$ cat src/rtl/div_ctrl_if.sv
// Handshake/configuration bundle for div_ctrl: run control, config request and divider outputs.
interface div_ctrl_if #(
    parameter int unsigned W = 8
);
    logic         enable;
    logic         cfg_valid;
    logic         cfg_ready;
    logic [W-1:0] cfg_div;
    logic [W-1:0] cfg_duty;
    logic         clk_div;
    logic         period_start;
    logic         cfg_err;
    logic         busy;

    modport master (
        output enable,
        output cfg_valid,
        output cfg_div,
        output cfg_duty,
        input  cfg_ready,
        input  clk_div,
        input  period_start,
        input  cfg_err,
        input  busy
    );

    modport slave (
        input  enable,
        input  cfg_valid,
        input  cfg_div,
        input  cfg_duty,
        output cfg_ready,
        output clk_div,
        output period_start,
        output cfg_err,
        output busy
    );
endinterface

$ cat src/rtl/div_ctrl.sv
// Programmable clock divider with duty control; new ratios taken while running are
// held pending and applied only at a period boundary so no period is ever shortened.
module div_ctrl #(
    parameter int unsigned W        = 8,
    parameter int unsigned DIV_DEF  = 16,
    parameter int unsigned DUTY_DEF = 4
) (
    input logic       clk,
    input logic       rst_n,
    div_ctrl_if.slave io_bus
);
    typedef enum logic [1:0] {StIdle, StRun, StPend} state_e;

    state_e       r_state;
    logic [W-1:0] r_cnt;
    logic [W-1:0] r_div_act;
    logic [W-1:0] r_duty_act;
    logic [W-1:0] r_div_p;
    logic [W-1:0] r_duty_p;
    logic         r_clk_div;
    logic         r_period_start;
    logic         r_cfg_err;

    logic         w_ready;
    logic         w_accept;
    logic         w_bad;
    logic         w_load;
    logic         w_last;
    logic [W-1:0] w_duty_sat;

    assign w_ready    = (r_state != StPend);
    assign w_accept   = io_bus.cfg_valid && w_ready;
    assign w_bad      = (io_bus.cfg_div < W'(2));
    assign w_load     = w_accept && !w_bad;
    assign w_duty_sat = (io_bus.cfg_duty > io_bus.cfg_div) ? io_bus.cfg_div : io_bus.cfg_duty;
    assign w_last     = (r_cnt == (r_div_act - W'(1)));

    always_ff @(posedge clk or negedge rst_n) begin
        if (!rst_n) begin
            r_state        <= StIdle;
            r_cnt          <= '0;
            r_div_act      <= W'(DIV_DEF);
            r_duty_act     <= W'(DUTY_DEF);
            r_div_p        <= '0;
            r_duty_p       <= '0;
            r_clk_div      <= 1'b0;
            r_period_start <= 1'b0;
            r_cfg_err      <= 1'b0;
        end else begin
            r_cfg_err <= w_accept && w_bad;
            unique case (r_state)
                StIdle: begin
                    r_cnt          <= '0;
                    r_clk_div      <= 1'b0;
                    r_period_start <= 1'b0;
                    if (w_load) begin
                        r_div_act  <= io_bus.cfg_div;
                        r_duty_act <= w_duty_sat;
                    end
                    if (io_bus.enable) begin
                        r_state <= StRun;
                    end
                end
                StRun, StPend: begin
                    if (!io_bus.enable) begin
                        r_state        <= StIdle;
                        r_cnt          <= '0;
                        r_clk_div      <= 1'b0;
                        r_period_start <= 1'b0;
                        // Stopping counts as a boundary: pending (or same-edge) config lands now.
                        if (r_state == StPend) begin
                            r_div_act  <= r_div_p;
                            r_duty_act <= r_duty_p;
                        end else if (w_load) begin
                            r_div_act  <= io_bus.cfg_div;
                            r_duty_act <= w_duty_sat;
                        end
                    end else begin
                        r_clk_div      <= (r_cnt < r_duty_act);
                        r_period_start <= (r_cnt == '0);
                        r_cnt          <= w_last ? '0 : (r_cnt + W'(1));
                        if (w_load) begin
                            // Even on a wrap edge the request waits for the following wrap.
                            r_div_p  <= io_bus.cfg_div;
                            r_duty_p <= w_duty_sat;
                            r_state  <= StPend;
                        end else if ((r_state == StPend) && w_last) begin
                            r_div_act  <= r_div_p;
                            r_duty_act <= r_duty_p;
                            r_state    <= StRun;
                        end
                    end
                end
                default: r_state <= StIdle;
            endcase
        end
    end

    assign io_bus.cfg_ready    = w_ready;
    assign io_bus.busy         = (r_state != StIdle);
    assign io_bus.clk_div      = r_clk_div;
    assign io_bus.period_start = r_period_start;
    assign io_bus.cfg_err      = r_cfg_err;
endmodule

$ cat src/flat_wrapper.sv
// flat-port wrapper written by rule: the top's interface ports become plain ports
module div_ctrl_flat 
#(
    parameter int unsigned W        = 8,
    parameter int unsigned DIV_DEF  = 16,
    parameter int unsigned DUTY_DEF = 4
)
  (clk, rst_n, io_bus_enable, io_bus_cfg_valid, io_bus_cfg_div, io_bus_cfg_duty, io_bus_cfg_ready, io_bus_clk_div, io_bus_period_start, io_bus_cfg_err, io_bus_busy);
  div_ctrl_if #(.W(W)) io_bus_i ();
  input logic clk;
  input logic rst_n;
  input wire logic [$bits(io_bus_i.enable)-1:0] io_bus_enable;
  input wire logic [$bits(io_bus_i.cfg_valid)-1:0] io_bus_cfg_valid;
  input wire logic [$bits(io_bus_i.cfg_div)-1:0] io_bus_cfg_div;
  input wire logic [$bits(io_bus_i.cfg_duty)-1:0] io_bus_cfg_duty;
  output wire logic [$bits(io_bus_i.cfg_ready)-1:0] io_bus_cfg_ready;
  output wire logic [$bits(io_bus_i.clk_div)-1:0] io_bus_clk_div;
  output wire logic [$bits(io_bus_i.period_start)-1:0] io_bus_period_start;
  output wire logic [$bits(io_bus_i.cfg_err)-1:0] io_bus_cfg_err;
  output wire logic [$bits(io_bus_i.busy)-1:0] io_bus_busy;
  assign io_bus_i.enable = io_bus_enable;
  assign io_bus_i.cfg_valid = io_bus_cfg_valid;
  assign io_bus_i.cfg_div = io_bus_cfg_div;
  assign io_bus_i.cfg_duty = io_bus_cfg_duty;
  assign io_bus_cfg_ready = io_bus_i.cfg_ready;
  assign io_bus_clk_div = io_bus_i.clk_div;
  assign io_bus_period_start = io_bus_i.period_start;
  assign io_bus_cfg_err = io_bus_i.cfg_err;
  assign io_bus_busy = io_bus_i.busy;
  div_ctrl #(.W(W), .DIV_DEF(DIV_DEF), .DUTY_DEF(DUTY_DEF)) u_core (.clk(clk), .rst_n(rst_n), .io_bus(io_bus_i));
endmodule
$ cat config.mk
export PLATFORM = sky130hd
export DESIGN_NAME = div_ctrl_flat
export DESIGN_NICKNAME = d
export VERILOG_FILES = /design/src/rtl/div_ctrl_if.sv /design/src/rtl/div_ctrl.sv /design/src/flat_wrapper.sv
export SDC_FILE = /design/constraint.sdc
export NUM_CORES = 1
export LEC_CHECK = 0
export ABC_AREA = 1
export BUFFER_PORTS_ARGS = -buffer_cell sky130_fd_sc_hd__buf_2
export CORE_UTILIZATION = 42
export DETAILED_ROUTE_END_ITERATION = 16
export PLACE_DENSITY = 0.61
export SETUP_SLACK_MARGIN = 0.4
export SYNTH_ARGS = -nofsm -noshare
export SYNTH_HDL_FRONTEND = slang
export SYNTH_SLANG_ARGS = --single-unit
$ cat constraint.sdc
create_clock -name clk -period 3.55 [get_ports clk]
set_input_delay 0.1775 -clock clk [delete_from_list [all_inputs] [get_ports clk]]
set_output_delay 0.1775 -clock clk [all_outputs]
set_load 0.01 [all_outputs]
==> flow_summary.toml <==
[worst_setup_path]
r2r_end = "u_core.r_div_act[2]"
r2r_start = "u_core.r_div_act[0]"
start_kind = "flop"
crit_fanout = 17
critPathRequiredTime_ps = 3730
critPathCaptureType = "flop"
cp.arrival_ps = 2400
path_class = "flop to flop"
ff2ff_path_depth = 13
crit_start = "u_core.r_div_act[0]"
r2r_setup_slack_ps = 1330
cp-endpoint = "u_core.r_div_act[2]"

[clocking]
cts.sinks = 45
clk_path_buf_depth = 2
postCtsHoldBufs = 0
cts_tree = "built"
numCtsBuffers = 5
clk_latency_ps = 290
clk_pin_slew_worst_paths_ps = 90
cts_resized = 0
h-tree-depth = 2
clockRootBuffer = "clkbuf_8"
post-cts-setup-buffers = 0

[synthesis]
yosysUniqueCellTypes = 30
synth-seq-cells = 45
synth_top_area_share_pct = 35.1
ys_async_sr_fraction_pct = 100
yosys-top-cells-count = "133 x nand2_1, 58 x inv_1, 48 x nand3_1, 43 x dfrtp_1, 32 x a21oi_1"
syn_nets = 477
yosysWarnings = 0
ys_top_cells_by_area = "dfrtp_1 35%, nand2_1 16%, ha_1 8.6%"
avgSynthCellArea_um2 = 7.04
yosysTopAreaCell = "dfrtp_1"
synth_flop_cell = "dfrtp_1"
synth_seq_area_share_pct = 36.8
yosysMostFrequentCell = "nand2_1"
synth_cells = 436
synth-edff-count = 0
syn_area_um2 = 3070

[timing]
setup_viol = 0
hold_violations = 0
finalCritPeriodShare_pct = 62.6
fin_skew_ps = 7.72
layout_min_cycle_time_ps = 2220
fin_setup_tns_ps = 0
slew_headroom_pct = 31.3
tightest_slew_ps = 1030
max_freq_mhz = 450
rsz0062_at_grt = "false"
slew_violations = 0

[detailed_routing]
vias = 2781
routed_wl_um = 7390
viasPerCell = 5.01
post_drt_wl_per_cell_um = 13.3
dr.pass1.iters = 5
final_antenna_net_count = 0
drc_errors = 0
drtIter0Drc = 120

[floorplanning]
io_pins = 25
die_area_um2 = 7650
initial_core_util_pct = 44.4
die_w_um = 87.5
rows = 30
die_h_um = 87.5
core_um2 = 6910

[global_routing]
grt_pass1_wl_um = 13200
grt_max_degree = 46
grt_antenna_before_repair = 0
grt.overflow.total = 0
grt_pass1_vias = 2738
track_usage_pct = 22.1

[final_layout]
drive_gt1_share_pct = 9.15
area_delta_synth_final_pct = 11.1
num-fill-cells = 717
antenna_cells = 0
nNetsFinal = 499

[run]
maxCapViolCount = 0

[power_and_ir_drop]
vdd_ir_drop_max_v = 0.000279
total_power_mw = 2.73
power.leakage_nw = 1.81
power_density_nw_per_um2 = 802

[worst_hold_path]
hold_class = "input port to asynchronous set/reset pin"

[placed_design]
dp_hpwl_um = 5530
routabilityCongestion = 0.811
io_buffers = 24

[run_status]
status = "finished clean"
[placed cells by master, fill, tap and decap left out, types with 4 or more instances in the layout]
master | Yosys | routed
xnor2_1 | 6 | 6
inv_1 | 58 | 58
xor2_1 | 5 | 5
nand3b_1 | 6 | 6
nor2_1 | 27 | 27
nor3_1 | 4 | 4
nand2_1 | 133 | 133
o22ai_1 | 6 | 6
ha_1 | 21 | 21
buf_2 | 1 | 24
clkbuf_8 | 0 | 5
o21ai_0 | 17 | 17
dfrtp_1 | 43 | 43
a21oi_1 | 32 | 32
nand3_1 | 48 | 48
[per-stage QoR]
step	hold slack, ps	instance area, um^2	std cells	setup slack, ps	utilization [%]
3_5_place_dp	418	3270	547	1350	47.4
6_report	61.4	3410	555	1330	49.3
5_1_grt	113	3410	555	1020	49.3
2_1_floorplan	-118	3070	436	1700	-
3_3_place_gp	415	3270	547	1370	47.4
4_1_cts	97.0	3410	555	1320	49.3
[critical path: stages (launching register included)]
cell     delay, ps
dfrtp_1        420
inv_1          170
ha_1           250
nand2_1        100
o21ai_1        180
nand2_1         70
nand2_1         60
nand2_1         60
nor2_2         140
nand3_2        110
nand2_4        200
nand2_4        170
nand2_1        100
nand2_1         60
[layout make-up]
cell class / count / area, um^2 / share of cell area (%)
multi-input combinational: 319 / 1660 / 48.6
clock buffer: 5 / 68.8 / 2.02
inverter: 60 / 225 / 6.61
tap: 96 / 120 / 3.53
sequential: 45 / 1130 / 33.1
timing repair buffer: 27 / 143 / 4.19
clock inverter: 3 / 65.1 / 1.91
[worst min path at each step]
stage,slack [ps],endpoint,start,cells past startpoint
after detailed placement,420,u_core.r_div_p[7],io_bus_cfg_div[7],3
after global placement,410,u_core.r_div_p[7],io_bus_cfg_div[7],3
after floorplan,-120,u_core.io_bus.cfg_err,rst_n,0
final,60,u_core.r_cnt[6],rst_n,1
after global routing,110,u_core.io_bus.cfg_err,io_bus_cfg_valid,3
after CTS,100,u_core.r_div_act[7],rst_n,1
[registers in the layout, summed over array words and instances (netlist names)]
signal / cells
u_core.r_div_act: 8
u_core.io_bus.period_start: 1
u_core.r_duty_act: 8
u_core.r_div_p: 8
u_core.r_cnt: 8
u_core.r_state: 2
u_core.r_duty_p: 8
u_core.io_bus.cfg_err: 1
u_core.io_bus.clk_div: 1
[metal layers]
layer / vias to the layer above / share of wire, % / routed length (um) / track usage [%]
met5: - / 0 / 0 / 0
met4: 0 / 0.89 / 66 / 5.37
met3: 6 / 3.7 / 275 / 3.03
met2: 62 / 45 / 3350 / 36.4
met1: 1260 / 50 / 3700 / 30.6
li1: 1453 / - / - / -
[cell families after synthesis]
kind of cell | Yosys count | synth area share [%]
buffers and inverters | 72 | 9.22
DFF | 45 | 36.8
xor gates and xnor gates | 11 | 3.14
AOI/OAI and AO/OA | 61 | 10.7
and+or+nand+nor | 226 | 31.6
adders and majority gates | 21 | 8.56
[power by group]
group,leakage [nW],switching (mW),internal (mW)
registers,0.564,0.170,0.740
clock network,0.0681,0.180,0.280
logic,1.18,0.852,0.512
(Power assumes the default switching activity.)
